$ cat config.mk
export PLATFORM = sky130hd
export DESIGN_NAME = stopwatch_controller_flat
export DESIGN_NICKNAME = d
export VERILOG_FILES = /design/src/rtl/stopwatch_controller_pkg.sv /design/src/rtl/stopwatch_controller_if.sv /design/src/rtl/stopwatch_controller_bcd_digit_counter.sv /design/src/rtl/stopwatch_controller.sv /design/src/flat_wrapper.sv
export SDC_FILE = /design/constraint.sdc
export NUM_CORES = 1
export LEC_CHECK = 0
export CAP_MARGIN = 10
export CORE_UTILIZATION = 54
export CTS_BUF_LIST = sky130_fd_sc_hd__clkbuf_8 sky130_fd_sc_hd__clkbuf_16
export CTS_CLUSTER_SIZE = 28
export DETAILED_ROUTE_END_ITERATION = 10
export GPL_TIMING_DRIVEN = 0
export PLACE_DENSITY = 0.76
export SLEW_MARGIN = 20
export SYNTH_ARGS = -nofsm -noshare
export SYNTH_HDL_FRONTEND = slang
export SYNTH_SLANG_ARGS = --single-unit
export TNS_END_PERCENT = 30
$ cat constraint.sdc
create_clock -name clk_in -period 2.7 [get_ports clk_in]
set_input_delay 0.54 -clock clk_in [delete_from_list [all_inputs] [get_ports clk_in]]
set_output_delay 0.54 -clock clk_in [all_outputs]
set_load 0.02 [all_outputs]
$ cat src/rtl/stopwatch_controller_pkg.sv
// stopwatch_controller_pkg: shared state encoding, digit geometry and BCD step helper
package stopwatch_controller_pkg;
    localparam int BCD_W  = 4;
    localparam int DIGITS = 4;

    typedef enum logic [1:0] {
        ST_IDLE  = 2'd0,
        ST_RUN   = 2'd1,
        ST_PAUSE = 2'd2
    } state_t;

    function automatic logic [BCD_W-1:0] digit_next(input logic [BCD_W-1:0] d, input logic inc,
                                                   input logic clr, input int max);
        return clr ? '0 : !inc ? d : (d == BCD_W'(max)) ? '0 : d + 1'b1;
    endfunction
endpackage

$ cat src/rtl/stopwatch_controller_if.sv
// stopwatch_controller_if: divider/button inputs and display outputs of the stopwatch controller
interface stopwatch_controller_if;
    import stopwatch_controller_pkg::*;
    logic                      clk_100hz_in;
    logic                      btn_start;
    logic                      btn_lap;
    logic                      btn_clear;
    logic [BCD_W*DIGITS-1:0]   disp_bcd;
    logic                      running;
    logic                      lap_active;
    logic                      wrap;

    modport master (
        output clk_100hz_in, btn_start, btn_lap, btn_clear,
        input  disp_bcd, running, lap_active, wrap
    );
    modport slave (
        input  clk_100hz_in, btn_start, btn_lap, btn_clear,
        output disp_bcd, running, lap_active, wrap
    );
endinterface

$ cat src/rtl/stopwatch_controller_bcd_digit_counter.sv
// bcd_digit_counter: one BCD digit 0..MAX with synchronous clear and a carry-out on rollover
module bcd_digit_counter
    import stopwatch_controller_pkg::*;
#(
    parameter int MAX = 9
) (
    input  logic             clk_in,
    input  logic             rst,
    input  logic             clr,
    input  logic             inc,
    output logic [BCD_W-1:0] digit,
    output logic             carry
);
    always_ff @(posedge clk_in or negedge rst) begin
        if (!rst) digit <= '0;
        else      digit <= digit_next(digit, inc, clr, MAX);
    end

    assign carry = inc & (digit == BCD_W'(MAX));
endmodule

$ cat src/rtl/stopwatch_controller.sv
// stopwatch_controller: edge detection, RUN/PAUSE/IDLE sequencing, BCD count and lap-frozen display
module stopwatch_controller
    import stopwatch_controller_pkg::*;
#(
    parameter int SEC_TENS_MAX = 5
) (
    input logic                  clk_in,
    input logic                  rst,
    stopwatch_controller_if.slave bus
);
    logic [3:0] lvl, prev, pulse;
    logic       armed, tick, start_p, lap_p, clear_p;
    state_t     state_q, state_d;
    logic       lap_q, lap_d, clr;
    logic [DIGITS-1:0] inc, carry;
    logic [BCD_W-1:0]  dig [DIGITS];
    logic [BCD_W-1:0]  nxt [DIGITS];

    assign lvl = {bus.clk_100hz_in, bus.btn_start, bus.btn_lap, bus.btn_clear};
    assign {tick, start_p, lap_p, clear_p} = pulse;

    // armed masks the first cycle after reset so levels already high never fire
    always_ff @(posedge clk_in or negedge rst) begin
        if (!rst) begin
            armed <= 1'b0;
            prev  <= '0;
            pulse <= '0;
        end else begin
            armed <= 1'b1;
            prev  <= lvl;
            pulse <= {4{armed}} & lvl & ~prev;
        end
    end

    always_ff @(posedge clk_in or negedge rst) begin
        if (!rst) begin
            state_q <= ST_IDLE;
            lap_q   <= 1'b0;
        end else begin
            state_q <= state_d;
            lap_q   <= lap_d;
        end
    end

    always_comb begin
        state_d = state_q;
        lap_d   = lap_q;
        clr     = 1'b0;
        case (state_q)
            ST_IDLE:  state_d = start_p ? ST_RUN : ST_IDLE;
            ST_RUN: begin
                state_d = start_p ? ST_PAUSE : ST_RUN;
                lap_d   = (!start_p && lap_p) ? ~lap_q : lap_q;
            end
            ST_PAUSE: begin
                state_d = clear_p ? ST_IDLE : start_p ? ST_RUN : ST_PAUSE;
                lap_d   = clear_p ? 1'b0 : lap_q;
                clr     = clear_p;
            end
            default:  state_d = ST_IDLE;
        endcase
    end

    assign inc = {carry[DIGITS-2:0], tick & (state_q == ST_RUN)};

    genvar g;
    for (g = 0; g < DIGITS; g++) begin : g_dig
        localparam int M = (g == DIGITS - 1) ? SEC_TENS_MAX : 9;
        bcd_digit_counter #(.MAX(M)) u_digit (
            .clk_in(clk_in),
            .rst   (rst),
            .clr   (clr),
            .inc   (inc[g]),
            .digit (dig[g]),
            .carry (carry[g])
        );
        assign nxt[g] = digit_next(dig[g], inc[g], clr, M);
    end

    // display tracks the next count so it lines up with the digit registers; a lap freeze just holds it
    always_ff @(posedge clk_in or negedge rst) begin
        if (!rst) begin
            bus.disp_bcd <= '0;
            bus.running  <= 1'b0;
            bus.wrap     <= 1'b0;
        end else begin
            bus.disp_bcd <= lap_d ? bus.disp_bcd : {nxt[3], nxt[2], nxt[1], nxt[0]};
            bus.running  <= state_d == ST_RUN;
            bus.wrap     <= carry[DIGITS-1];
        end
    end

    assign bus.lap_active = lap_q;
endmodule

$ cat src/flat_wrapper.sv
// flat-port wrapper written by rule: the top's interface ports become plain ports
module stopwatch_controller_flat import stopwatch_controller_pkg::*;
#(
    parameter int SEC_TENS_MAX = 5
)
  (clk_in, rst, bus_clk_100hz_in, bus_btn_start, bus_btn_lap, bus_btn_clear, bus_disp_bcd, bus_running, bus_lap_active, bus_wrap);
  stopwatch_controller_if bus_i ();
  input logic clk_in;
  input logic rst;
  input wire logic [$bits(bus_i.clk_100hz_in)-1:0] bus_clk_100hz_in;
  input wire logic [$bits(bus_i.btn_start)-1:0] bus_btn_start;
  input wire logic [$bits(bus_i.btn_lap)-1:0] bus_btn_lap;
  input wire logic [$bits(bus_i.btn_clear)-1:0] bus_btn_clear;
  output wire logic [$bits(bus_i.disp_bcd)-1:0] bus_disp_bcd;
  output wire logic [$bits(bus_i.running)-1:0] bus_running;
  output wire logic [$bits(bus_i.lap_active)-1:0] bus_lap_active;
  output wire logic [$bits(bus_i.wrap)-1:0] bus_wrap;
  assign bus_i.clk_100hz_in = bus_clk_100hz_in;
  assign bus_i.btn_start = bus_btn_start;
  assign bus_i.btn_lap = bus_btn_lap;
  assign bus_i.btn_clear = bus_btn_clear;
  assign bus_disp_bcd = bus_i.disp_bcd;
  assign bus_running = bus_i.running;
  assign bus_lap_active = bus_i.lap_active;
  assign bus_wrap = bus_i.wrap;
  stopwatch_controller #(.SEC_TENS_MAX(SEC_TENS_MAX)) u_core (.clk_in(clk_in), .rst(rst), .bus(bus_i));
endmodule
==> results.md, run 1 <==
* Leakage at 1.11 nW
* Number of max-cap violations at 0
* Fmax achieved at 459 MHz
* Area of the die at 3920 um2
* Status: completed
* Syn_nets at 189
* Resize count post-CTS at 0
* Top FF cell, synth: dfrtp_1
* Mapped Area at 1980 um2
* Synth area leaders: dfrtp_1 (58%), nor2_1 (4.2%), nand2_1 (3.0%)
* Io pins at 25
* Clk_lat worst skew at 300 ps
* Clk pin slew, worst setup/hold paths at 80 ps
* #FFs+latches synth at 46
* Syn avg cell area at 11.1 um2
* CP max FO at 10
* Final GP Congestion at 0.865
* Share of layout cells above drive strength 1 at 8.49%
* CP required at 2870 ps
* # setup viols final at 0
* Clock skew at 6.71 ps
* Worst hold margin at 191 ps
* Post-synth ARST share at 100%
* CTS Buf Count at 5
* Power Density at 708 nW/um2
* Part of the power in combinational logic at 26.0%
* Max-slew headroom at 63.6%
* Minimum clock period at 2180 ps
* Sw frac at 31.5%
* Routed Antenna Nets at 0
* Number of global-route vias before repair at 1,461
* CP Capture Type: register
* Placed cells at 250
* Router iterations before antenna repair at 5
* Fin crit share at 80.8%
* CP Launch Type: register
* Initial core utilization at 58.1%
* Register share of total power at 49.2%
* Peak supply drop at 0.000447 V
* Count leader, synth: dfrtp_1
* CTS Buffer Depth at 2
* Layout Nets at 221
* Critical Path AT at 2350 ps
* Clock share of power at 24.8%
* Initial antenna violation count at 0
* Cell count after synthesis at 179
* DR WL/cell at 13.1 um
* CTS Sinks at 46
* Hold WC Path Type: primary input to asynchronous set/reset pin
* YS warnings at 0
* Final Total Pwr at 1.69 mW
* # diodes at 0
* Largest net degree at the start of global routing at 27
* # hold bufs at CTS at 0
* Core ar. at 3420 um2
* Die Y at 62.6 um
* Vias at 1,395
* Number of synthesized flops with an enable pin at 0
* First-pass GRT wire length at 6.14 mm
* Final Max Slew Viols at 0
* Distinct cells, synth at 39
* Die W at 62.6 um
* Sequential area share after synthesis at 58.0%
* Global route overflow at 0
* Post-CTS Setup Inserts at 0
* GRT Total Usage at 20.3%
* Post-synth top area cell: dfrtp_1
* Post-route insts no fill at 258
* Psw at 0.532 mW
* Synth top area share at 58.0%
* Flop2flop setup slack at 520 ps
* Number of core rows at 21
* Root Driver: clkbuf_8
* Pint at 1.16 mW
* Setup CP Type: register to register
* RSZ-0062 raised after global routing: false
* Synth top cells by count: dfrtp_1 (46), nor2_1 (22), nand2_1 (16), inv_1 (9), a21oi_1 (7)
* Final WL at 3.37 mm
* Detailed placer's ending HPWL at 2.42 mm
* Hold Violations, Final at 0
* Avg Vias per Cell at 5.41
* CTS tree: built
* Port Buf Inserts at 24
* Layout area overhead at 20.4%
* DRT iter0 DRCs at 38
* H-tree levels at 2
* DRC violations left at 0
* Worst-margin pin slew at 542 ps
-- power by group through the flow --
stage	registers, mW	logic, mW	clock network, mW
after floorplan	0.880	0.232	0
after global placement	0.840	0.415	0
final	0.833	0.439	0.419
after global routing	0.845	0.483	0.456
after CTS	0.834	0.445	0.431
after detailed placement	0.846	0.438	0
-- state kept, by name, indices dropped and copies added, names as in the netlist --
signal and cells:
u_core.g_dig.u_digit.digit 16, u_core.state_q 2, u_core.armed 1, u_core.bus.running 1
u_core.bus.lap_active 1, u_core.prev 4, u_core.bus.disp_bcd 16, u_core.bus.wrap 1
u_core.pulse 4
-- metrics by stage --
| stage | util (%) | TNS [ps] | area, um2 | worst slack, ps |
|---|---|---|---|---|
| 2_1_floorplan | - | 0 | 1980 | 779 |
| 3_3_place_gp | 66.8 | -3290 | 2280 | -72.8 |
| 3_5_place_dp | 67.3 | 0 | 2300 | 548 |
| 4_1_cts | 69.9 | 0 | 2390 | 507 |
| 5_1_grt | 69.9 | 0 | 2390 | 267 |
| 6_report | 69.9 | 0 | 2390 | 519 |
-- layout make-up --
cell class	count	area (um2)
Tap cell	46	57.6
Buffer	5	35.0
Clock buffer	6	82.6
Multi-Input combinational cell	119	764
Timing Repair Buffer	25	255
Sequential cell	46	1150
Clock inverter	2	8.76
Inverter	9	33.8
Fill cell	288	1030
-- routing by layer --
layer  routed length [um]  GRT usage [%]  up-vias
li1                     -              -      673
met1                 1460           22.2      674
met2                 1680           36.8       40
met3                  169           5.84        8
met4                   53           7.56        0
met5                    0              0        -
-- path summary, 6_finish.rpt --
check                                       startpoint                                         end  cells past startpoint
min in group clk_in           u_core.prev[3]$_DFF_PN0_                   u_core.pulse[3]$_DFF_PN0_                      1
setup / recovery           u_core.state_q[0]$_DFF_PN0_         u_core.bus.disp_bcd[12]$_DFFE_PN0N_                      7
max in group asynchronous                          rst  u_core.g_dig[3].u_digit.digit[1]$_DFF_PN0_                      2
setup reg to reg           u_core.state_q[0]$_DFF_PN0_         u_core.bus.disp_bcd[12]$_DFFE_PN0N_                      7
hold reg to reg               u_core.prev[3]$_DFF_PN0_                   u_core.pulse[3]$_DFF_PN0_                      1
hold / removal                                     rst  u_core.g_dig[1].u_digit.digit[0]$_DFF_PN0_                      1
-- worst max-delay path: stages, from the launching register on --
cell and delay (ps):
dfrtp_1 390, inv_1 90, ha_1 320, nor4bb_1 270
a21oi_1 100, o21ai_2 450, buf_2 330, o31ai_1 110
-- layout by cell type, fill, tap and decap left out, types with 2 or more instances in the layout --
master           count
dfrtp_1             46
clkdlybuf4s50_1     23
nor2_1              22
nand2_1             16
inv_1               10
a21oi_1              7
o21ai_1              6
clkbuf_8             6
nor2b_1              4
xnor2_1              4
xor2_1               4
mux2i_1              4
o21ai_0              4
mux2_2               4
mux2_1               4
ha_1                 4
nand2b_1             3
nor4bb_1             3
and2_1               3
nor3_1               3
nand4_1              3
buf_2                2
buf_6                2
nand3_1              2
and4_1               2
nor3b_1              2
a31oi_1              2
o21a_1               2
-- kinds of logic (layout without fill, tap and decap cells) --
kind of cell | Yosys count | count (layout) | share of synthesized area (%)
compound gates | 27 | 27 | 8.20
xor+xnor | 8 | 8 | 3.53
fa+ha+maj | 4 | 4 | 2.52
buf+inv | 14 | 47 | 3.47
flops | 46 | 46 | 58.0
mux | 12 | 12 | 6.56
other cells | 1 | 1 | 0.189
simple gates | 67 | 67 | 17.5
Note: power is estimated with default switching activity, not from simulation.
==> run 2, diff against run 1 <==
CORE_UTILIZATION = 49   (was 54)
PLACE_DENSITY = 0.73   (was 0.76)
clock period = 1.8 ns   (was 2.7 ns; I/O delays follow)
==> run 2 against run 1 <==
Setup slack got worse by 600 ps. Flip-flop and latch count unchanged. Worst hold slack improved by 210 ps. Core utilization decreased by 0.25 points. Final cell count increased by 4.7%. The run now ends with setup timing left. Clock power increased by 84%. Largest power group unchanged. Register-to-register slack got worse by 600 ps. Critical path depth increased by 1. Clock skew increased by 5.1 ps. Global-route usage increased by 1.5 points. Sequential share of layout area decreased by 4.3 points. Final area increased by 10%.
==> results.md, run 2 (synthesized netlist as in run 1, its figures left out) <==
* CP max FO at 6 (was 10)
* Port Buf Inserts at 24 (unchanged)
* GRT Total Usage at 21.8% (was 20.3%)
* Fin util at 69.7% (was 69.9%)
* Die Y at 65.6 um (was 62.6 um)
* Pint at 2.05 mW (was 1.16 mW)
* Failing checks: setup timing
* H-tree levels at 2 (unchanged)
* RSZ-0062 raised after global routing: true (was false)
* CTS tree: built (unchanged)
* Share of layout cells above drive strength 1 at 21.6% (was 8.49%)
* Largest net degree at the start of global routing at 33 (was 27)
* Global route overflow at 0 (unchanged)
* Fmax achieved at 532 MHz (was 459 MHz)
* Status: finished with violations (was completed)
* Final worst slack at -78.2 ps (was 519 ps)
* Number of core rows at 22 (was 21)
* Critical path's largest stage delay at 390 ps (was 450 ps)
* CP required at 1980 ps (was 2870 ps)
* Critical Path, Cell by Cell: inv_2 > buf_6 > ha_4 > nor4bb_4 > a21oi_2 > o21ai_4 > buf_12 > mux2_4 (was inv_1 > ha_1 > nor4bb_1 > a21oi_1 > o21ai_2 > buf_2 > o31ai_1)
* Hold WC Path Type: register to register (was primary input to asynchronous set/reset pin)
* CTS Buf Count at 5 (unchanged)
* Core ar. at 3770 um2 (was 3420 um2)
* Vias at 1,466 (was 1,395)
* Peak supply drop at 0.000888 V (was 0.000447 V)
* First-pass GRT wire length at 6.82 mm (was 6.14 mm)
* Flop2flop setup slack at -80 ps (was 520 ps)
* Io pins at 25 (unchanged)
* Clock skew at 11.9 ps (was 6.71 ps)
* Initial antenna violation count at 0 (unchanged)
* Power Density at 1140 nW/um2 (was 708 nW/um2)
* # diodes at 0 (unchanged)
* RR Startpoint: u_core.state_q[1]$_DFF_PN0_ (was u_core.state_q[0]$_DFF_PN0_)
* Initial core utilization at 52.6% (was 58.1%)
* Layout Nets at 231 (was 221)
* Sw frac at 31.7% (was 31.5%)
* Largest regs: u_core.bus.disp_bcd (16), u_core.g_dig.u_digit.digit (16) (unchanged)
* Max stage delay cell, worst path: dfrtp_1 (was o21ai_2)
* DRC violations left at 0 (unchanged)
* Leading cell type in the layout, fill and taps excluded: dfrtp_1 (unchanged)
* Minimum clock period at 1880 ps (was 2180 ps)
* Worst hold margin at 402 ps (was 191 ps)
* Register share of total power at 43.0% (was 49.2%)
* Leakage at 1.21 nW (was 1.11 nW)
* Post-route insts no fill at 270 (was 258)
* # setup viols final at 10 (was 0)
* CTS Buffer Depth at 2 (unchanged)
* Total Neg Setup Slack at -576 ps (was 0 ps)
* Hold Violations, Final at 0 (unchanged)
* Placed cells at 252 (was 250)
* Worst R2R Path Depth at 8 (was 7)
* Number of max-cap violations at 0 (unchanged)
* Final WL at 4.05 mm (was 3.37 mm)
* Router iterations before antenna repair at 4 (was 5)
* Layout area overhead at 32.4% (was 20.4%)
* Routed Antenna Nets at 0 (unchanged)
* Fin crit share at 104% (was 80.8%)
* Clk_lat worst skew at 300 ps (about the same)
* Critical Path AT at 2060 ps (was 2350 ps)
* Crit path to: u_core.bus.disp_bcd[4]$_DFFE_PN0N_ (was u_core.bus.disp_bcd[12]$_DFFE_PN0N_)
* Clk pin slew, worst setup/hold paths at 90 ps (was 80 ps)
* Final GP Congestion at 0.779 (was 0.865)
* Die W at 65.6 um (was 62.6 um)
* End of the worst register-to-register path: u_core.bus.disp_bcd[4]$_DFFE_PN0N_ (was u_core.bus.disp_bcd[12]$_DFFE_PN0N_)
* Most frequent cells in the layout: dfrtp_1 (44), nor2_1 (22), clkdlybuf4s50_1 (22), nand2_1 (16), mux2_4 (8) (was dfrtp_1 (46), clkdlybuf4s50_1 (23), nor2_1 (22), nand2_1 (16), inv_1 (10))
* CP Capture Type: register (unchanged)
* Clock share of power at 25.7% (was 24.8%)
* Part of the power in combinational logic at 31.4% (was 26.0%)
* DRT iter0 DRCs at 39 (was 38)
* Dpl ws at -359 ps (was 548 ps)
* CTS Sinks at 46 (unchanged)
* Final Max Slew Viols at 0 (unchanged)
* Number of global-route vias before repair at 1,488 (was 1,461)
* Critical path startpoint: u_core.state_q[1]$_DFF_PN0_ (was u_core.state_q[0]$_DFF_PN0_)
* Detailed placer's ending HPWL at 2.56 mm (was 2.42 mm)
* CP Launch Type: register (unchanged)
* Root Driver: clkbuf_8 (unchanged)
* Area of the die at 4310 um2 (was 3920 um2)
* Psw at 0.949 mW (was 0.532 mW)
* DR WL/cell at 15.0 um (was 13.1 um)
* Setup CP Type: register to register (unchanged)
* Avg Vias per Cell at 5.43 (was 5.41)
-- run 2: cell types whose count changed in the layout (fill, tap and decap cells not counted), sizes merged --
cell	change
dlygate4sd3	+1
buf	+10
bufinv	+1
dlymetal6s2s	+1
clkbuf	-2
clkdlybuf4s50	-1
-- run 2: worst min path at each step --
stage | endpoint | startpoint | cells past startpoint
6_report | u_core.pulse[3]$_DFF_PN0_ | u_core.prev[3]$_DFF_PN0_ | 1
5_1_grt | u_core.pulse[2]$_DFF_PN0_ | u_core.prev[2]$_DFF_PN0_ | 1
4_1_cts | u_core.pulse[3]$_DFF_PN0_ | u_core.prev[3]$_DFF_PN0_ | 1
3_5_place_dp | u_core.bus.running$_DFF_PN0_ | rst | 1
3_3_place_gp | u_core.pulse[2]$_DFF_PN0_ | u_core.prev[2]$_DFF_PN0_ | 1
2_1_floorplan | u_core.armed$_DFF_PN0_ | rst | 0
-- run 2: area by class of cell --
| type | instances | area, um2 |
|---|---|---|
| fill | 251 | 1140 |
| multi-input combinational | 119 | 878 |
| inverter | 9 | 33.8 |
| clock buffer | 5 | 68.8 |
| timing repair buffer | 37 | 368 |
| clock inverter | 3 | 43.8 |
| buffer | 3 | 21.3 |
| tap | 48 | 60.1 |
| sequential | 46 | 1150 |
-- run 2: routing by layer --
layer | part of all wire (%) | global-route usage, %
met5 | 0 | 0
met3 | 3.6 | 5.38
met4 | 1.5 | 10.1
met2 | 53 | 37.6
met1 | 42 | 25.1
-- run 2: power by group through the flow --
stage          Combinational (mW)  Clock [mW]  Sequential [mW]
3_3_place_gp                0.670           0             1.27
3_5_place_dp                0.699           0             1.28
6_report                    0.939       0.770             1.29
4_1_cts                     0.917       0.783             1.28
2_1_floorplan               0.391           0             1.33
5_1_grt                      1.01       0.837             1.30
-- run 2: worst max-delay path, delay by kind of cell, from the launching register on --
family | cells | cell delay [ps]
muxes | 1 | 290
DFF | 1 | 390
adders and majority gates | 1 | 260
buffers and inverters | 3 | 350
AOI/OAI and AO/OA | 2 | 280
and+or+nand+nor | 1 | 190
-- run 2: through the flow --
step / instance area [um2] / power, mW
2_1_floorplan: 2020 / 1.72
3_3_place_gp: 2320 / 1.94
3_5_place_dp: 2340 / 1.98
4_1_cts: 2610 / 2.98
5_1_grt: 2630 / 3.15
6_report: 2630 / 3.00
-- run 2: what timing repair did --
action / CTS / global route
pin swaps: 5 / 0
endpoints found under the hold margin: 14 / 0
cloned: 1 / 0
resized for setup: 17 / 5
setup buffers: 10 / 0
hold buffers: 1 / 0
endpoints found under the setup margin: 26 / 20
==> run 3, diff against run 2 <==
CORE_UTILIZATION = 53   (was 49)
CTS_BUF_LIST = sky130_fd_sc_hd__clkbuf_8   (was sky130_fd_sc_hd__clkbuf_8 sky130_fd_sc_hd__clkbuf_16)
PLACE_DENSITY = 0.76   (was 0.73)
SYNTH_HIERARCHICAL = 1   (was not set)
==> run 3 against run 2 <==
Flip-flop and latch count did not move. The flow still finishes with violations (setup timing). Worst hold slack worse by 380 ps. Clock-buffer cell count is the same. Sequential power down 4%. Sequential share of layout area fell by 10 points. Non-clock buffer count grew 25. Combinational power grew 41%. Final area increased by 31%. Register-to-register slack worse by 250 ps. First-iteration DRC count rose to 4.3 times the previous value. Core utilization grew 7.5 points.
==> results.md, run 3 <==
* CTS Buf Count at 5 (unchanged)
* # diodes at 0 (unchanged)
* Routed Antenna Nets at 0 (unchanged)
* YS warnings at 6 (was 0)
* Mapped Area at 2510 um2 (was 1980 um2)
* Clk_lat worst skew at 300 ps (about the same)
* Synth top cells by count: dfrtp_1 (46), nand2_1 (21), nor2_1 (20), a21oi_1 (16), nand3b_1 (14) (was dfrtp_1 (46), nor2_1 (22), nand2_1 (16), inv_1 (9), a21oi_1 (7))
* Hold WC Path Type: primary input to asynchronous set/reset pin (was register to register)
* Final worst slack at -331 ps (was -78.2 ps)
* # setup viols final at 23 (was 10)
* Hold Violations, Final at 0 (unchanged)
* Io pins at 25 (unchanged)
* Placed cells at 312 (was 252)
* Largest regs: u_core/bus.disp_bcd (16), u_core/g_dig.u_digit/digit (16) (was u_core.bus.disp_bcd (16), u_core.g_dig.u_digit.digit (16))
* Post-synth top area cell: dfrtp_1 (unchanged)
* Synth Area in Simple Gates at 18.4% (was 17.5%)
* Status: finished with violations (unchanged)
* CP required at 2040 ps (was 1980 ps)
* Largest family of logic cells by synthesized area: simple AND/OR/NAND/NOR gates (unchanged)
* CTS Buffer Depth at 2 (unchanged)
* Synth area leaders: dfrtp_1 (46%), ha_1 (6.5%), mux2_4 (5.4%) (was dfrtp_1 (58%), nor2_1 (4.2%), nand2_1 (3.0%))
* Setup CP Type: register to register (unchanged)
* Largest net degree at the start of global routing at 26 (was 33)
* Worst R2R Path Depth at 12 (was 8)
* Max stage delay cell, worst path: dfrtp_2 (was dfrtp_1)
* Count leader, synth: dfrtp_1 (unchanged)
* Synth top area share at 45.8% (was 58.0%)
* Power Density at 932 nW/um2 (was 1140 nW/um2)
* Max-slew headroom at 63.9%
* CTS tree: built (unchanged)
* Router iterations before antenna repair at 6 (was 4)
* Distinct cells, synth at 40 (was 39)
* Final Max Slew Viols at 0 (unchanged)
* Leakage at 1.57 nW (was 1.21 nW)
* Layout Nets at 323 (was 231)
* Fmax achieved at 469 MHz (was 532 MHz)
* Clk pin slew, worst setup/hold paths at 90 ps (about the same)
* Worst hold margin at 27.0 ps (was 402 ps)
* Vias at 2,036 (was 1,466)
* Peak supply drop at 0.000547 V (was 0.000888 V)
* Initial core utilization at 56.6% (was 52.6%)
* Core ar. at 4440 um2 (was 3770 um2)
* Fin crit share at 118% (was 104%)
* Number of synthesized flops with an enable pin at 0 (unchanged)
* Leading cell type in the layout, fill and taps excluded: dfrtp_1 (unchanged)
* Port Buf Inserts at 24 (unchanged)
* RR Startpoint: u_core/g_dig[0].u_digit/digit[1]$_DFFE_PN0P_ (was u_core.state_q[1]$_DFF_PN0_)
* Multiplexer share of the synthesized area at 8.51% (was 6.56%)
* Critical path's largest stage delay at 420 ps (was 390 ps)
* Final WL at 6.08 mm (was 4.05 mm)
* CP max FO at 5 (was 6)
* Failing checks: setup timing (unchanged)
* Clock skew at 11.0 ps (was 11.9 ps)
* Syn avg cell area at 10.7 um2 (was 11.1 um2)
* DRT iter0 DRCs at 169 (was 39)
* RSZ-0062 raised after global routing: true (unchanged)
* Number of global-route vias before repair at 1,964 (was 1,488)
* Layout area overhead at 36.5% (was 32.4%)
* Global route overflow at 0 (unchanged)
* Final GP Congestion at 0.814 (was 0.779)
* Share of layout cells above drive strength 1 at 36.4% (was 21.6%)
* Minimum clock period at 2130 ps (was 1880 ps)
* Fin util at 77.2% (was 69.7%)
* GRT Total Usage at 24.3% (was 21.8%)
* Number of max-cap violations at 0 (unchanged)
* Top FF cell, synth: dfrtp_1 (unchanged)
* CP Capture Type: register (unchanged)
* Root Driver: clkbuf_8 (unchanged)
* DRC violations left at 0 (unchanged)
* Xor/xnor cell area share of the yosys netlist at 4.48% (was 3.53%)
* Number of core rows at 24 (was 22)
* Avg Vias per Cell at 5.70 (was 5.43)
* CTS Sinks at 46 (unchanged)
* #FFs+latches synth at 46 (unchanged)
* Cell count after synthesis at 235 (was 179)
* Detailed placer's ending HPWL at 3.15 mm (was 2.56 mm)
* Fill cell count at 283 (was 251)
* Syn_nets at 254 (was 189)
* Post-synthesis compound-gate area fraction at 13.3% (was 8.20%)
* CP Launch Type: register (unchanged)
* Worst-margin pin slew at 541 ps
* DR WL/cell at 17.0 um (was 15.0 um)
* Post-route insts no fill at 357 (was 270)
* Flop2flop setup slack at -330 ps (was -80 ps)
* H-tree levels at 2 (unchanged)
* Post-synth ARST share at 100% (unchanged)
* Die W at 70.9 um (was 65.6 um)
* Critical Path AT at 2370 ps (was 2060 ps)
* Most frequent cells in the layout: dfrtp_1 (41), buf_4 (29), clkdlybuf4s50_1 (22), nand2_1 (18), nor2_1 (17) (was dfrtp_1 (44), nor2_1 (22), clkdlybuf4s50_1 (22), nand2_1 (16), mux2_4 (8))
* Sequential area share after synthesis at 45.8% (was 58.0%)
* Die Y at 70.9 um (was 65.6 um)
* Synth Area in Adders at 6.47% (was 2.52%)
* Critical Path, Cell by Cell: inv_2 > ha_4 > nand3b_1 > nor2_4 > inv_2 > nor2_4 > inv_2 > nor2_4 > buf_12 > nand4_1 > or3_1 > a21oi_2 (was inv_2 > buf_6 > ha_4 > nor4bb_4 > a21oi_2 > o21ai_4 > buf_12 > mux2_4)
* First-pass GRT wire length at 9.31 mm (was 6.82 mm)
* Initial antenna violation count at 0 (unchanged)
* End of the worst register-to-register path: u_core/g_dig[3].u_digit/digit[3]$_DFFE_PN0P_ (was u_core.bus.disp_bcd[4]$_DFFE_PN0N_)
* Area of the die at 5020 um2 (was 4310 um2)
-- run 3: changes by cell type in the layout (fill, tap and decap cells not counted), sizes merged, moves of 8 or more --
cell	before	now
buf	16	40
nand3b	0	14
a21oi	7	20
ha	4	13
mux2	8	16
nand2	16	24
-- run 3: metrics by stage --
step	power [mW]	setup slack [ps]	cell area, um2	TNS [ps]
4_1_cts	3.13	-327	3300	-3080
2_1_floorplan	1.90	-542	2570	-6330
6_report	3.20	-331	3430	-3490
5_1_grt	3.36	-460	3430	-6010
3_3_place_gp	2.14	-1110	2880	-65590
3_5_place_dp	2.17	-874	2900	-13050
-- run 3: how the worst max path moves through the flow --
stage / startpoint / endpoint / slack, ps / cells after the start
floorplan: u_core/g_dig[0].u_digit/digit[1]$_DFFE_PN0P_ / u_core/bus.disp_bcd[15]$_DFFE_PN0N_ / -540 / 12
global placement: rst / u_core/g_dig[0].u_digit/digit[1]$_DFFE_PN0P_ / -1110 / 1
detailed placement: u_core/state_q[1]$_DFF_PN0_ / u_core/bus.disp_bcd[15]$_DFFE_PN0N_ / -870 / 13
CTS: u_core/state_q[1]$_DFF_PN0_ / u_core/g_dig[3].u_digit/digit[3]$_DFFE_PN0P_ / -330 / 13
global route: u_core/g_dig[0].u_digit/digit[1]$_DFFE_PN0P_ / u_core/g_dig[3].u_digit/digit[3]$_DFFE_PN0P_ / -460 / 12
finish: u_core/g_dig[0].u_digit/digit[1]$_DFFE_PN0P_ / u_core/g_dig[3].u_digit/digit[3]$_DFFE_PN0P_ / -330 / 12
-- run 3: timing repair --
action | in CTS | in global routing
hold buffers | 0 | 0
endpoints found under the setup margin | 34 | 27
resized for setup | 17 | 16
pin swaps | 11 | 15
cloned | 1 | 0
setup buffers | 26 | 15
hold endpoints to repair | 0 | 0
-- run 3: cell families (layout without fill, tap and decap cells) --
kind of cell,Yosys count,count (layout)
buffers and inverters,15,85
AND/OR/NAND/NOR,85,85
adder cells (fa/ha/maj),13,13
XOR/XNOR,12,12
other,1,1
flip-flops,46,46
multiplexers,16,16
AO/OA/AOI/OAI,47,47
-- run 3: power breakdown --
group / internal [mW] / leakage (nW) / switching [mW]
logic: 0.733 / 0.918 / 0.585
clock network: 0.273 / 0.0441 / 0.372
registers: 1.14 / 0.612 / 0.0946
total: 2.15 / 1.57 / 1.05
-- run 3: per-layer routing --
layer	wire length [um]	vias to the layer above	GRT usage, %
met1	2500	999	31.1
li1	-	972	-
met2	3180	55	41.1
met4	122	0	9.78
met5	0	-	0
met3	278	10	3.99
-- run 3: area by class of cell --
type | instances | area (um2) | area share [%]
Multi-Input combinational cell | 174 | 1410 | 41.0
Sequential cell | 46 | 1160 | 33.7
Timing Repair Buffer | 63 | 619 | 18.0
Clock buffer | 5 | 68.8 | 2.01
Tap cell | 52 | 65.1 | 1.90
Inverter | 12 | 47.5 | 1.39
Buffer | 2 | 45.0 | 1.31
Clock inverter | 3 | 21.3 | 0.620
-- run 3: critical path, delay by kind of cell (launching register included) --
family	cells	cell delay [ps]
compound gates	1	120
buf+inv	4	310
flops	1	420
simple gates	6	1060
fa+ha+maj	1	130
